### config.mk
export PLATFORM = sky130hd
export DESIGN_NAME = reg_bank_decoder
export DESIGN_NICKNAME = d
export VERILOG_FILES = /design/src/rtl/reg_dec_pkg.sv /design/src/rtl/reg_addr_match.sv /design/src/rtl/reg_bank_decoder.sv
export SDC_FILE = /design/constraint.sdc
export NUM_CORES = 1
export LEC_CHECK = 0
export ABC_AREA = 0
export CAP_MARGIN = 20
export CELL_PAD_IN_SITES_DETAIL_PLACEMENT = 0
export CELL_PAD_IN_SITES_GLOBAL_PLACEMENT = 1
export CORE_ASPECT_RATIO = 1.2
export CORE_MARGIN = 5
export CORE_UTILIZATION = 25
export CTS_BUF_LIST = sky130_fd_sc_hd__clkbuf_16
export CTS_CLUSTER_DIAMETER = 100
export DETAILED_ROUTE_END_ITERATION = 16
export PLACE_DENSITY_LB_ADDON = 0.1
export SYNTH_ARGS = -nofsm -noshare
export SYNTH_HDL_FRONTEND = slang
export SYNTH_SLANG_ARGS = --single-unit
### constraint.sdc
create_clock -name clk -period 1.7 [get_ports clk]
set_input_delay 0.34 -clock clk [delete_from_list [all_inputs] [get_ports clk]]
set_output_delay 0.34 -clock clk [all_outputs]
set_load 0.02 [all_outputs]
### src/rtl/reg_dec_pkg.sv
// Shared types and helpers for the register-bank decoder.
// Optional miss-reporting feature is controlled by macro REG_DEC_ERR_EN.
package reg_dec_pkg;

  typedef enum logic [1:0] {
    IDLE = 2'd0,
    RESP = 2'd1,
    HOLD = 2'd2
  } state_t;

  // Register-index width; at least one bit so a single-register bank stays legal.
  function automatic int unsigned IDX_W(input int unsigned n);
    return (n <= 1) ? 1 : $clog2(n);
  endfunction

endpackage

### src/rtl/reg_addr_match.sv
// Combinational address window compare and register index generation.
module reg_addr_match
  import reg_dec_pkg::*;
#(
  parameter int unsigned NUM_REGS  = 4,
  parameter int unsigned BASE_ADDR = 0,
  parameter int unsigned A_WIDTH   = 8,
  localparam int unsigned IW       = IDX_W(NUM_REGS)
) (
  input  logic [A_WIDTH-1:0] addr,
  output logic               hit,
  output logic [IW-1:0]      idx
);

  // One extra bit keeps BASE_ADDR+NUM_REGS from wrapping at the top of the map.
  localparam int unsigned CW = A_WIDTH + 1;
  localparam logic [CW-1:0] LO = CW'(BASE_ADDR);
  localparam logic [CW-1:0] HI = CW'(BASE_ADDR + NUM_REGS);

  logic [CW-1:0] ext;

  always_comb begin
    ext = {1'b0, addr};
    hit = (ext >= LO) && (ext < HI);
    idx = IW'(ext - LO);
  end

endmodule

### src/rtl/reg_bank_decoder.sv
// Request/ack register-bank decoder: one registered ack per sel_en assertion.
// Define REG_DEC_ERR_EN to add the err port and acknowledge unmapped accesses.
module reg_bank_decoder
  import reg_dec_pkg::*;
#(
  parameter int unsigned NUM_REGS  = 4,
  parameter int unsigned BASE_ADDR = 0,
  parameter int unsigned W_WIDTH   = 8,
  parameter int unsigned A_WIDTH   = 8
) (
  input  logic                        clk,
  input  logic                        rst_n,
  input  logic                        sel_en,
  input  logic                        wr_rd_s,
  input  logic [A_WIDTH-1:0]          addr,
  input  logic [NUM_REGS*W_WIDTH-1:0] reg_rd_data_in,
  output logic [NUM_REGS-1:0]         wr_en,
  output logic [W_WIDTH-1:0]          rd_data,
  output logic                        ack
`ifdef REG_DEC_ERR_EN
  ,
  output logic                        err
`endif
);

  localparam int unsigned IW = IDX_W(NUM_REGS);

  state_t              state_q, state_d;
  logic                hit;
  logic [IW-1:0]       idx;
  logic [NUM_REGS-1:0] wr_en_d;
  logic [W_WIDTH-1:0]  rd_data_d;
  logic                ack_d;
`ifdef REG_DEC_ERR_EN
  logic                err_d;
`endif

  reg_addr_match #(
    .NUM_REGS  (NUM_REGS),
    .BASE_ADDR (BASE_ADDR),
    .A_WIDTH   (A_WIDTH)
  ) u_match (
    .addr (addr),
    .hit  (hit),
    .idx  (idx)
  );

  always_ff @(posedge clk or negedge rst_n) begin
    if (!rst_n) state_q <= IDLE;
    else        state_q <= state_d;
  end

  // The whole transaction is decoded at the capture edge, so later addr/wr_rd_s
  // changes cannot affect it and RESP outputs come straight from registers.
  always_comb begin
    state_d   = state_q;
    wr_en_d   = '0;
    rd_data_d = '0;
    ack_d     = 1'b0;
`ifdef REG_DEC_ERR_EN
    err_d     = 1'b0;
`endif
    unique case (state_q)
      IDLE: begin
        if (sel_en) begin
          state_d = RESP;
          if (hit) begin
            ack_d = 1'b1;
            if (wr_rd_s) wr_en_d   = NUM_REGS'(1) << idx;
            else         rd_data_d = reg_rd_data_in[idx*W_WIDTH +: W_WIDTH];
          end
`ifdef REG_DEC_ERR_EN
          else begin
            ack_d = 1'b1;
            err_d = 1'b1;
          end
`endif
        end
      end
      RESP:    state_d = HOLD;
      HOLD:    if (!sel_en) state_d = IDLE;
      default: state_d = IDLE;
    endcase
  end

  always_ff @(posedge clk or negedge rst_n) begin
    if (!rst_n) begin
      wr_en   <= '0;
      rd_data <= '0;
      ack     <= 1'b0;
`ifdef REG_DEC_ERR_EN
      err     <= 1'b0;
`endif
    end else begin
      wr_en   <= wr_en_d;
      rd_data <= rd_data_d;
      ack     <= ack_d;
`ifdef REG_DEC_ERR_EN
      err     <= err_d;
`endif
    end
  end

endmodule
## Word-level counts from Yosys, hierarchy flattened

Cells that the tools add are included.

| word-level totals | value |
|---|---|
| bits in latches | 0 |
| bits in writable memories | 0 |
| memories | 0 |
| ROM bits | 0 |
| output and inout port bits | 13 |
| input port bits | 44 |
| register bits after elaboration | 15 |
| logic and storage cells | 27 |

| cells by class | value |
|---|---|
| mux-type cells | 14 |
| $lt $le $gt $ge | 1 |
| bitwise logic cells | 0 |
| shifts and indexed selects | 2 |
| $add $sub $neg | 0 |
| reduce and logical (&&, ||, !) cells | 2 |
| multipliers | 0 |
| equality and inequality tests | 4 |
| div/mod/pow operators | 0 |

Operators by type and width:

| cell | number |
|---|---|
| $mux 8 | 4 |
| $shiftx 32x6->8 | 1 |
| $mux 4 | 4 |
| $lt 8x3->1 const B | 1 |
| $pmux 2 s3 | 1 |
| $mux 2 | 2 |
| $ne 2x2->1 const B | 2 |
| $shl 1x2->4 const A | 1 |
| $mux 1 | 3 |
| $eq 2x1->1 const B | 1 |
| $eq 2x2->1 const B | 1 |
| $logic_not 2->1 | 1 |
| $reduce_and 2->1 | 1 |

## Depth between registers and ports, before layout

Gate-level depths: netlist of run 1.

| depth | value |
|---|---|
| depth in word-level cells | 5 |
| depth in mapped cells | 3 |
| gate-level depth less buffers | 2 |

## Hierarchy

Synthesis of run 1 repeated with hierarchy kept, for this count alone.

| second synthesis, totals | value |
|---|---|
| cells, all modules | 49 |
| area total of the unflattened synthesis | 762.0 sq um |

By module, submodules not included:

| module | times used | area an instance (sq um) | seq. area each (sq um) | cells an instance |
|---|---|---|---|---|
| reg_bank_decoder | 1 | 729.4 | 375.4 | 45 |
| reg_addr_match | 1 | 32.5 | 0.0 | 4 |

## Least setup slack after synthesis of run 1

OpenSTA, ideal clock, no wires.

| timing path | value |
|---|---|
| kind | input to register |
| start | in addr[0] |
| end | reg rd_data[1] |
| buffers on the path | 1 |
| path slack | 438 ps |
| data required time | 1580 ps |
| arrival time | 1142 ps |
| cell stages on the path | 3 |
| setup time | 120 ps |
| cells stage by stage | buf_6 -> mux4_2 -> and4_1 |

| on the way | value |
|---|---|
| cells in the longest elaborated chain, start to end | 5 |
| elaborated cells between the ends (all ways) | 6 |
| those cells by class | order compare (1); shift (1); mux (4) |

Ends and longest elaborated chain:

| item | line | RTL |
|---|---|---|
| start: declaration | reg_bank_decoder.sv:15 | `input logic [A_WIDTH-1:0] addr,` |
| $shiftx 32x6->8 | reg_bank_decoder.sv:70 | `else rd_data_d = reg_rd_data_in[idx*W_WIDTH +: W_WIDTH];` |
| $mux 8 | reg_bank_decoder.sv:69 | `if (wr_rd_s) wr_en_d = NUM_REGS'(1) << idx;` |
| $mux 8 (*) | reg_bank_decoder.sv:67 | `if (hit) begin` |
| $mux 8 (*) | reg_bank_decoder.sv:65 | `if (sel_en) begin` |
| $mux 8 (*) | reg_bank_decoder.sv:63 | `unique case (state_q)` |
| net rd_data_d[1] | reg_bank_decoder.sv:32 | `logic [W_WIDTH-1:0] rd_data_d;` |
| end signal: assignment | reg_bank_decoder.sv:96 | `rd_data <= rd_data_d;` |
| end: declaration | reg_bank_decoder.sv:18 | `output logic [W_WIDTH-1:0] rd_data,` |

Mark *: on every way through the listed nets, which the timed path passes. The rest lies on a longest branch.
A chain may end at the register's enable or synchronous reset.

## Worst setup path after layout of run 1

| timing path | value |
|---|---|
| start | in addr[0] |
| end | reg rd_data[7] |

Same word-level chain as after synthesis.

==> results of run 1 <==
## worst register-to-register path, stage by stage, from the launching register on
cell and delay [ns]:
dfrtp_1 0.40, or3b_1 0.48, nor4_1 0.32
## area by class of cell
cell class	count	share of cell area
Clock buffer	3	0.04918
Tap cell	36	0.02951
Sequential cell	15	0.2459
Timing Repair Buffer	66	0.4164
Multi-Input combinational cell	33	0.2541
Clock inverter	1	0.002459
Inverter	1	0.002459
## cell usage in the layout, fill, tap and decap left out, drive strengths merged, types with 2 or more instances in the layout
master         count
clkdlybuf4s50     56
inv                2
nor4               5
dfrtp             15
nand3b             2
or3b               2
clkbuf             3
and4               8
buf               10
mux4               8
## through the flow
step	area (sq um)	power, mW	instances
after CTS	1526	1.082	155
after detailed placement	1448	0.6369	151
final	1526	1.059	155
after global routing	1526	1.122	155
after floorplan	788.3	0.4924	52
after global placement	1448	0.6330	151
## state kept, by name, indices dropped and copies added, names as in the netlist
name     flops
rd_data      8
wr_en        4
state_q      2
ack          1
## metal layers
layer / wire length (microns) / up-vias
met5: 0 / -
met4: 35 / 0
met3: 251 / 4
met2: 1050 / 46
met1: 790 / 325
li1: - / 352
## worst min-delay path by stage
| stage | slack [ns] | startpoint | to | cells past startpoint |
|---|---|---|---|---|
| 2_1_floorplan | 0.04 | rst_n | ack | 0 |
| 3_3_place_gp | 0.50 | state_q[0] | state_q[1] | 1 |
| 3_5_place_dp | 0.51 | state_q[0] | state_q[1] | 1 |
| 4_1_cts | 0.42 | rst_n | rd_data[3] | 2 |
| 5_1_grt | 0.44 | rst_n | rd_data[7] | 2 |
| 6_report | 0.42 | rst_n | state_q[1] | 2 |
## cells by family after synthesis
group,synth area share
buf+inv,0.03174
flops,0.4762
simple gates,0.2412
mux,0.2508
## power by group through the flow
| stage | registers, mW | logic, mW | clock network (mW) |
|---|---|---|---|
| after CTS | 0.399 | 0.233 | 0.449 |
| after detailed placement | 0.404 | 0.233 | 0 |
| after global placement | 0.403 | 0.230 | 0 |
| final | 0.399 | 0.228 | 0.432 |
| after global routing | 0.403 | 0.252 | 0.467 |
| after floorplan | 0.401 | 0.0915 | 0 |
==> impl_metrics.toml, run 1 <==
[status]
outcome = "completed"

[grt]
use_met2 = 0.1682
grt_usage = 0.1115
grt-ovfl-total = 0
grt_max_degree = 16
top_usage_layer = "met2"
grt_pass1_wl_mm = 3.643
use_met1 = 0.1290
antenna_found_initial = 0
grt_pass1_vias = 817
use_met3 = 0.04144

[hold_path]
min_path_type = "primary input to async pin"

[drt]
drt-initial-drc-count = 3
vias_per_cell = 4.690
drc = 0
vias = 727
finalWirelength_mm = 2.128
drtPass1Iterations = 4
final_antenna_net_count = 0
wl_per_cell_microns = 13.73

[logic_synthesis]
synthArstFlopShare = 1.000
yosysMostFrequentCell = "dfrtp_1"
netlist_area_sq_um = 788.3
synth_top_cell_by_area = "dfrtp_1"
seq_area_frac_synth = 0.4762
postSynthRegisterBits = 15
synthTopCellsByArea = "dfrtp_1 (48%), mux4_2 (17%), and4_1 (8.9%), mux4_1 (6.7%), nor4_1 (3.2%)"
synth-edff-count = 0
synth_nets = 96
synth_warnings = 0
synth_ff_type = "dfrtp_1"
synthCells = 52
yosysTopAreaCellShare = 0.4762
ys_types = 19
netlist_top_cells_count = "dfrtp_1 (15), and4_1 (8), mux4_2 (6), nor4_1 (4)"
syn_avg_cell_area_sq_um = 15.16

[sta]
final.setup.worst_slack_ns = 0.1198
holdWs_ns = 0.4151
tns_ns = 0
relSlewSlack = 0.7357
setup_viol = 0
drv_slew = 0
post-route-period-util = 0.9295
finalCriticalPeriod_ns = 1.580
fin_skew_ns = 0.001782
tightest_slew_ns = 0.3949
rsz0062_at_grt = "false"
fmax_mhz = 632.8
hold_viol = 0

[clock_tree]
cts_hold_buf = 0
numCtsBuffers = 3
path_clk_slew_ns = 0.04
cts_tree = "yes"
cts_resized = 0
clk_latency_ns = 0.24
cts_setup_buffers = 0
clock-root-buffer = "clkbuf_16"
cts_sinks = 15
cts_buffer_depth = 2
h-tree-depth = 1

[die]
start_util = 0.2580
die-area_sq_um = 4381
ios = 57
fp.coreArea_sq_um = 3055
die_y_microns = 71.51
die_w_microns = 61.26
rows = 22

[critical_path]
reg2reg_from = "state_q[0]"
crit_family = "buffers and inverters"
cp.depth = 4
path_buf_inv = 2
crit_fanout = 4
cp_slowest_cell = "mux4_1"
arrival_ns = 1.71
end_kind = "flop"
rr_worst_depth = 2
ff2ff_setup_slack_ns = 0.39
reg2reg_to = "wr_en[1]"
cpPeakStageDelay_ns = 0.54
cp-endpoint = "rd_data[7]"
crit_type = "primary input to flop"
path_cells = "clkdlybuf4s50_1, buf_4, mux4_1, and4_1"
critPathRequiredTime_ns = 1.83
startpoint_type = "primary input"
cp-startpoint = "addr[0]"

[placed_design]
portBuffers = 56
dp_slack_ns = -0.1408
routabilityCongestion = 0.7642
hpwl_mm = 1.924

[pwr]
switching_power_uw = 215.7
p_comb_frac = 0.216
p_seq_frac = 0.377
pwr-share-clk = 0.408
swShare = 0.2037
peakVddDrop_v = 0.0004293
p_leak_nw = 0.6319
p_int_uw = 843.1
powerDensity_nw_per_um2 = 693.6

[final_layout]
seq_area_sq_um = 375.4
multi_input_area_sq_um = 387.9
diodes = 0
drive_above_1_share = 0.1933
fillers = 299
area_growth_pct = 93.65
fin_nets = 164
post-route-util = 0.4996

[run]
max_cap_violations = 0
Note: power is estimated with default switching activity, not from simulation.
==> run 2, diff against run 1 <==
--- a/config.mk
+++ b/config.mk
@@ -6,7 +6,7 @@
 export NUM_CORES = 1
 export LEC_CHECK = 0
 export ABC_AREA = 0
-export CAP_MARGIN = 20
+export CAP_MARGIN = 0
 export CELL_PAD_IN_SITES_DETAIL_PLACEMENT = 0
 export CELL_PAD_IN_SITES_GLOBAL_PLACEMENT = 1
 export CORE_ASPECT_RATIO = 1.2
@@ -16,6 +16,7 @@
 export CTS_CLUSTER_DIAMETER = 100
 export DETAILED_ROUTE_END_ITERATION = 16
 export PLACE_DENSITY_LB_ADDON = 0.1
+export SKIP_LAST_GASP = 1
 export SYNTH_ARGS = -nofsm -noshare
 export SYNTH_HDL_FRONTEND = slang
 export SYNTH_SLANG_ARGS = --single-unit
==> results of run 2 <==
The final DEF is identical to that of run 1; final timing and power are the same.
